`src/rtl/shift_pattern_detector.sv`:
```
// Serial bit shifter with button debounce, pattern match and match counter.
// Feeds the 1-bit and hex-digit display decoders.
module shift_pattern_detector #(
  parameter int                   PATTERN_W = 4,
  parameter logic [PATTERN_W-1:0] PATTERN   = 4'b1011,
  parameter int                   DB_CNT    = 1000000,
  parameter int                   CNT_W     = 4
) (
  input  logic             clk,
  input  logic             rst_n,
  input  logic             din,
  input  logic             shift_btn_n,
  output logic [7:0]       shift_reg,
  output logic             last_bit,
  output logic             detect,
  output logic [CNT_W-1:0] match_cnt
);

  typedef enum logic [1:0] {
    S_IDLE,
    S_DB_PRESS,
    S_HELD,
    S_DB_REL
  } state_t;

  localparam logic [19:0] DB_LAST = 20'(DB_CNT - 1);
  localparam logic [3:0]  PW4     = 4'(PATTERN_W);

  logic                 din_m;
  logic                 din_s;
  logic                 btn_m;
  logic                 btn_s;
  state_t               state;
  state_t               state_nxt;
  logic [19:0]          db;
  logic [19:0]          db_nxt;
  logic                 shift_pulse;
  logic [3:0]           valid_cnt;
  logic [3:0]           valid_inc;
  logic [PATTERN_W-1:0] nxt;
  logic                 hit;

  // Two-flop synchronisers; idle level is high for both inputs
  always_ff @(posedge clk) begin
    if (!rst_n) begin
      din_m <= 1'b1;
      din_s <= 1'b1;
      btn_m <= 1'b1;
      btn_s <= 1'b1;
    end else begin
      din_m <= din;
      din_s <= din_m;
      btn_m <= shift_btn_n;
      btn_s <= btn_m;
    end
  end

  // Debounce state and stability counter
  always_ff @(posedge clk) begin
    if (!rst_n) begin
      state <= S_IDLE;
      db    <= '0;
    end else begin
      state <= state_nxt;
      db    <= db_nxt;
    end
  end

  // Debounce transitions; one pulse per accepted press
  always_comb begin
    state_nxt   = state;
    db_nxt      = db;
    shift_pulse = 1'b0;
    unique case (state)
      S_IDLE: begin
        if (!btn_s) begin
          state_nxt = S_DB_PRESS;
          db_nxt    = '0;
        end
      end
      S_DB_PRESS: begin
        if (btn_s) begin
          state_nxt = S_IDLE;
        end else if (db == DB_LAST) begin
          state_nxt   = S_HELD;
          shift_pulse = 1'b1;
        end else begin
          db_nxt = db + 20'd1;
        end
      end
      S_HELD: begin
        if (btn_s) begin
          state_nxt = S_DB_REL;
          db_nxt    = '0;
        end
      end
      S_DB_REL: begin
        if (!btn_s) begin
          state_nxt = S_HELD;
        end else if (db == DB_LAST) begin
          state_nxt = S_IDLE;
        end else begin
          db_nxt = db + 20'd1;
        end
      end
      default: state_nxt = S_IDLE;
    endcase
  end

  assign valid_inc = valid_cnt + 4'd1;
  assign nxt       = {shift_reg[PATTERN_W-2:0], din_s};
  assign hit       = (nxt == PATTERN) && (valid_inc >= PW4);

  // Shift, match level and match count all move on the pulse edge
  always_ff @(posedge clk) begin
    if (!rst_n) begin
      shift_reg <= '0;
      valid_cnt <= '0;
      detect    <= 1'b0;
      match_cnt <= '0;
    end else if (shift_pulse) begin
      shift_reg <= {shift_reg[6:0], din_s};
      valid_cnt <= (valid_cnt == 4'd8) ? 4'd8 : valid_inc;
      detect    <= hit;
      if (hit) begin
        match_cnt <= match_cnt + 1'b1;
      end
    end
  end

  assign last_bit = shift_reg[0];

endmodule

```
`config.mk`:
```
export PLATFORM = sky130hd
export DESIGN_NAME = shift_pattern_detector
export DESIGN_NICKNAME = d
export VERILOG_FILES = /design/src/rtl/shift_pattern_detector.sv
export SDC_FILE = /design/constraint.sdc
export NUM_CORES = 1
export LEC_CHECK = 0
export ABC_AREA = 1
export BUFFER_PORTS_ARGS = -buffer_cell sky130_fd_sc_hd__buf_4
export CAP_MARGIN = 20
export CORE_UTILIZATION = 50
export DETAILED_ROUTE_END_ITERATION = 7
export PLACE_DENSITY = 0.68
export SKIP_LAST_GASP = 1
export SLEW_MARGIN = 15
export SYNTH_ARGS = -nofsm -noshare
export SYNTH_HDL_FRONTEND = slang
export SYNTH_SLANG_ARGS = --single-unit
```
`constraint.sdc`:
```
create_clock -name clk -period 1.9 [get_ports clk]
set_clock_uncertainty 0.1 [all_clocks]
set_input_delay 0.475 -clock clk [delete_from_list [all_inputs] [get_ports clk]]
set_output_delay 0.475 -clock clk [all_outputs]
set_load 0.02 [all_outputs]
```
# Word level (Yosys, flattened, before mapping)
# Cells that the tools add are included.
dict set report totals {
  ff_bits 43
  input_bits 4
}
dict set report op_classes {
  add_sub_neg 3
  order_cmp 1
  n_eq_ne 12
  n_mux 17
  reduce_logical 5
}
# op n
set op_table {}
lappend op_table {{2-to-1 mux 20 bit} 5}
lappend op_table {{case mux 20 bit (4 select lines)} 1}
lappend op_table {{adder 20 x 1 -> 20 bit (second input constant)} 1}
lappend op_table {{equality test 20 bit (second input constant)} 1}
lappend op_table {{2-to-1 mux 2 bit} 6}
lappend op_table {{adder 4 x 1 -> 4 bit (second input constant)} 2}
lappend op_table {{equality test 4 bit (second input constant)} 2}
lappend op_table {{!= test 2 bit (second input constant)} 4}
lappend op_table {{case mux 2 bit (4 select lines)} 1}
lappend op_table {{AND reduction 4 bit} 2}
lappend op_table {{!= test 3 bit (second input constant)} 2}
lappend op_table {{equality test 2 bit (second input constant)} 2}
lappend op_table {{greater-or-equal comparator 4 x 3 -> 1 bit (second input constant)} 1}
lappend op_table {{2-to-1 mux 4 bit} 1}
lappend op_table {{2-to-1 mux 1 bit} 3}
lappend op_table {{equality test 2 x 1 -> 1 bit (second input constant)} 1}
lappend op_table {{logical NOT 2 bit} 1}
lappend op_table {{AND reduction 2 bit} 1}
lappend op_table {{logical AND 1 bit} 1}

# Longest topological paths before layout
dict set report depth {
  depth_word 5
  depth_mapped 11
  depth_no_buf 11
}

# Worst setup path after synthesis
# Ideal clock, no wire load.
dict set report synth_path {
  kind {register to register}
  start {register db[0]}
  end {register db[16]}
  setup_time_ns 0.131
  t_arrival_ns 1.455
  required_time_ns 1.669
  slack_ns 0.214
  stages_incl_launch_ff 10
  n_path_buf 1
  synth_period_minus_slack_ns 1.686
  cell_sequence {dfxtp_1 > ha_1 > nand3_2 > nor2_4 > nand4_4 > nand2_4 > buf_8 > nor2_1 > nor2_2 > nor2_2}
}
dict set report synth_via {
  elab_chain_len 4
}
# element line
set synth_lines {}
lappend synth_lines {{start, declared} 35} ;# logic [19:0] db;
lappend synth_lines {{start signal, assigned} 65} ;# db <= db_nxt;
lappend synth_lines {{adder 20 x 1 -> 20 bit or equality test 20 bit (tied branches)} -}
lappend synth_lines {{2-to-1 mux 20 bit *} {84, 100}}
lappend synth_lines {{2-to-1 mux 20 bit, on equally long branches} {98, 82}}
lappend synth_lines {{case mux 20 bit (4 select lines) *} 74} ;# unique case (state)
# Every way passes the cells marked *; elsewhere a longest branch is shown, timed or not. The select of a mux whose other input is x is not followed.
# A chain may end at the register's enable or synchronous reset.

# Worst setup path after layout
dict set report layout_path {
  start {register db[0]}
  end {register match_cnt[0]}
}
dict set report layout_via {
  elab_chain_len 5
}
# element line
set layout_lines {}
lappend layout_lines {{equality test 20 bit} 84} ;# end else if (db == DB_LAST) begin
lappend layout_lines {{2-to-1 mux 1 bit} 84}
lappend layout_lines {{2-to-1 mux 1 bit} 82} ;# if (btn_s) begin
lappend layout_lines {{2-to-1 mux 1 bit} 74}
lappend layout_lines {{AND reduction 2 bit (no source line)} -}
lappend layout_lines {{end signal, assigned} 126} ;# match_cnt <= match_cnt + 1'b1;
lappend layout_lines {{end, declared} 16} ;# output logic [CNT_W-1:0] match_cnt
# Every way passes these cells.

==> impl_metrics.yaml <==
outcome:
  outcome: "completed"
yosys:
  syn_area_um2: 2360
  synth_top_flop_cell: "dfxtp_1"
  yosys_warnings: 0
  synth_cell_types: 29
  synth_top_area_share: 0.3648
  avgSynthCellArea_um2: 6.900
  synth-seq-cells: 43
  synth.net_count: 350
  async_reset_ff_frac: 0
  yosysSeqAreaShare: 0.3648
  yosysTopAreaCell: "dfxtp_1"
  synth.area.top_cells: "dfxtp_1 (36%), nand2_1 (10%), nor2_1 (9.5%), inv_1 (6.8%), nand3_1 (5.7%)"
  synth_cells: 342
  synth_enable_flop_cells: 0
placement:
  dp_hpwl_um: 3678
  io_buffers: 17
  place_inst: 411
  gp_congestion: 0.9165
  dpl_worst_slack_ps: -19.61
  dpl_cell_area_um2: 2555
detailed_routing:
  drt_iter0_drc: 141
  vias: 2161
  viasPerCell: 5.133
  drcViolationCount: 0
  wl_um: 5000
  ant_nets: 0
  wl_per_cell_um: 11.88
  firstDrtPassIters: 5
worst_setup_path:
  required_ps: 1990
  crit_path_end_kind: "flip-flop"
  critPathKind: "reg -> reg"
  cp-start-kind: "flip-flop"
  cp_max_fo: 5
  worstPathArrival_ps: 1820
timing:
  slew_headroom: 0.6679
  setup-violations-final: 0
  finalCritPeriodShare: 0.9076
  setup_ws_ps: 175.6
  hold_ws_ps: 255.8
  finalHoldViolCount: 0
  rsz0062_at_grt: "false"
  period_minus_slack_ps: 1724
  fmax_mhz: 579.9
  report.final.slew_viol_count: 0
  tightestPinTransition_ps: 495.7
  tns_ps: 0
power_and_ir_drop:
  powerDensity_nw_per_um2: 628.3
  cellLeakagePower_nw: 1.098
  finalPower_mw: 1.699
  max-vdd-ir-drop_mv: 0.4648
  seqPwrFrac: 0.536
  p_clk_frac: 0.431
  p_sw_frac: 0.2225
  p_sw_mw: 0.3779
  power.internal_mw: 1.321
  p_comb_frac: 0.033
layout:
  layout_commonest_cell: "nand2_1"
  final_cell_area_um2: 2704
  largest_register_ff_count: 20
  final_util: 0.6084
  layout_common_cells: "nand2_1 (66), nor2_1 (60), inv_1 (43), dfxtp_1 (41)"
  diodes: 0
  stdcell_count: 421
  layout.nets: 376
  area_growth_pct: 14.58
  fillerInstances: 424
  drive_above_1_share: 0.1951
cts:
  tritoncts: "done"
  cts_buffer_depth: 2
  clk_latency_ps: 300
  path_clk_slew_ps: 90
  cts_root_buf: "clkbuf_8"
  hold_buffers: 0
  cts-htree-levels: 2
  cts_sinks: 43
  cts_made_buffers: 5
die:
  start_util: 0.5310
  die_h_um: 70.70
  io_pins: 18
  die_width_um: 70.70
  row_count: 24
  core_area_um2: 4444
  die-area_um2: 4998
grt:
  antenna_found_initial: 0
  grt_pass1_wl_um: 8694
  grt_usage: 0.2191
  grt_max_degree: 19
  first_global_vias: 1898
  grt-ovfl-total: 0
min_path:
  hp-class: "in -> reg"
job:
  drv_cap: 0
## cell type report
cell class / count / area [um2] / area share
Sequential cell: 43 / 863.3 / 0.3193
Timing Repair Buffer: 28 / 214.0 / 0.07913
Clock buffer: 5 / 68.82 / 0.02545
Inverter: 45 / 168.9 / 0.06247
Multi-Input combinational cell: 245 / 1277 / 0.4725
Clock inverter: 3 / 46.29 / 0.01712
Tap cell: 52 / 65.06 / 0.02406
## metal layers
layer  up-vias  share of wire  track usage
met5         -              0            0
met4         0          0.013      0.06667
met3         7          0.041      0.04701
met2        46           0.43       0.3429
met1       964           0.52       0.3037
li1       1144              -            -
## cells by family (layout without fill, tap and decap cells)
logic type / after synthesis / count (layout) / synth area share
xor gates and xnor gates: 7 / 7 / 0.02598
adders and majority gates: 4 / 4 / 0.02121
buffers and inverters: 54 / 81 / 0.1023
and+or+nand+nor: 192 / 192 / 0.3796
AOI/OAI and AO/OA: 42 / 42 / 0.1060
DFF: 43 / 43 / 0.3648
## critical path, stage by stage (launching register included)
cell and delay, ps:
dfxtp_2 380, ha_4 170, nand3_2 140, nor2_1 190, nand3_1 90, nor2_1 300
nand3_1 110, o21ai_0 90, nor2_1 60
## cells in the mapped netlist (3+ instances only)
cell,number
a21oi_1,15
a21oi_2,10
buf_4,3
dfxtp_1,43
ha_1,4
inv_1,43
nand2_1,66
nand2_2,3
nand3_1,27
nand3_2,4
nand4_1,14
nor2_1,60
nor2_2,5
nor3_1,4
o21ai_0,16
or2_2,4
xor2_1,6
## power by group through the flow
stage	clock [mW]	sequential [mW]	combinational, mW
2_1_floorplan	0	0.929	0.0397
3_3_place_gp	0	0.930	0.0558
3_5_place_dp	0	0.931	0.0559
4_1_cts	0.748	0.909	0.0561
5_1_grt	0.792	0.911	0.0624
6_report	0.733	0.910	0.0561
## repair_timing
item | in CTS | in global routing
buffers inserted | 2 | 0
resized for setup | 0 | 5
pin swaps | 1 | 1
endpoints found under the setup margin | 1 | 31
## final timing paths
path	end	slack, ps	cells past startpoint	startpoint
worst max-delay path	match_cnt[0]	180	8	db[0]
worst min-delay path	din_m	260	2	din
worst max register to register	match_cnt[0]	180	8	db[0]
worst min register to register	din_s	320	1	din_m
Note: power is estimated with default switching activity, not from simulation.
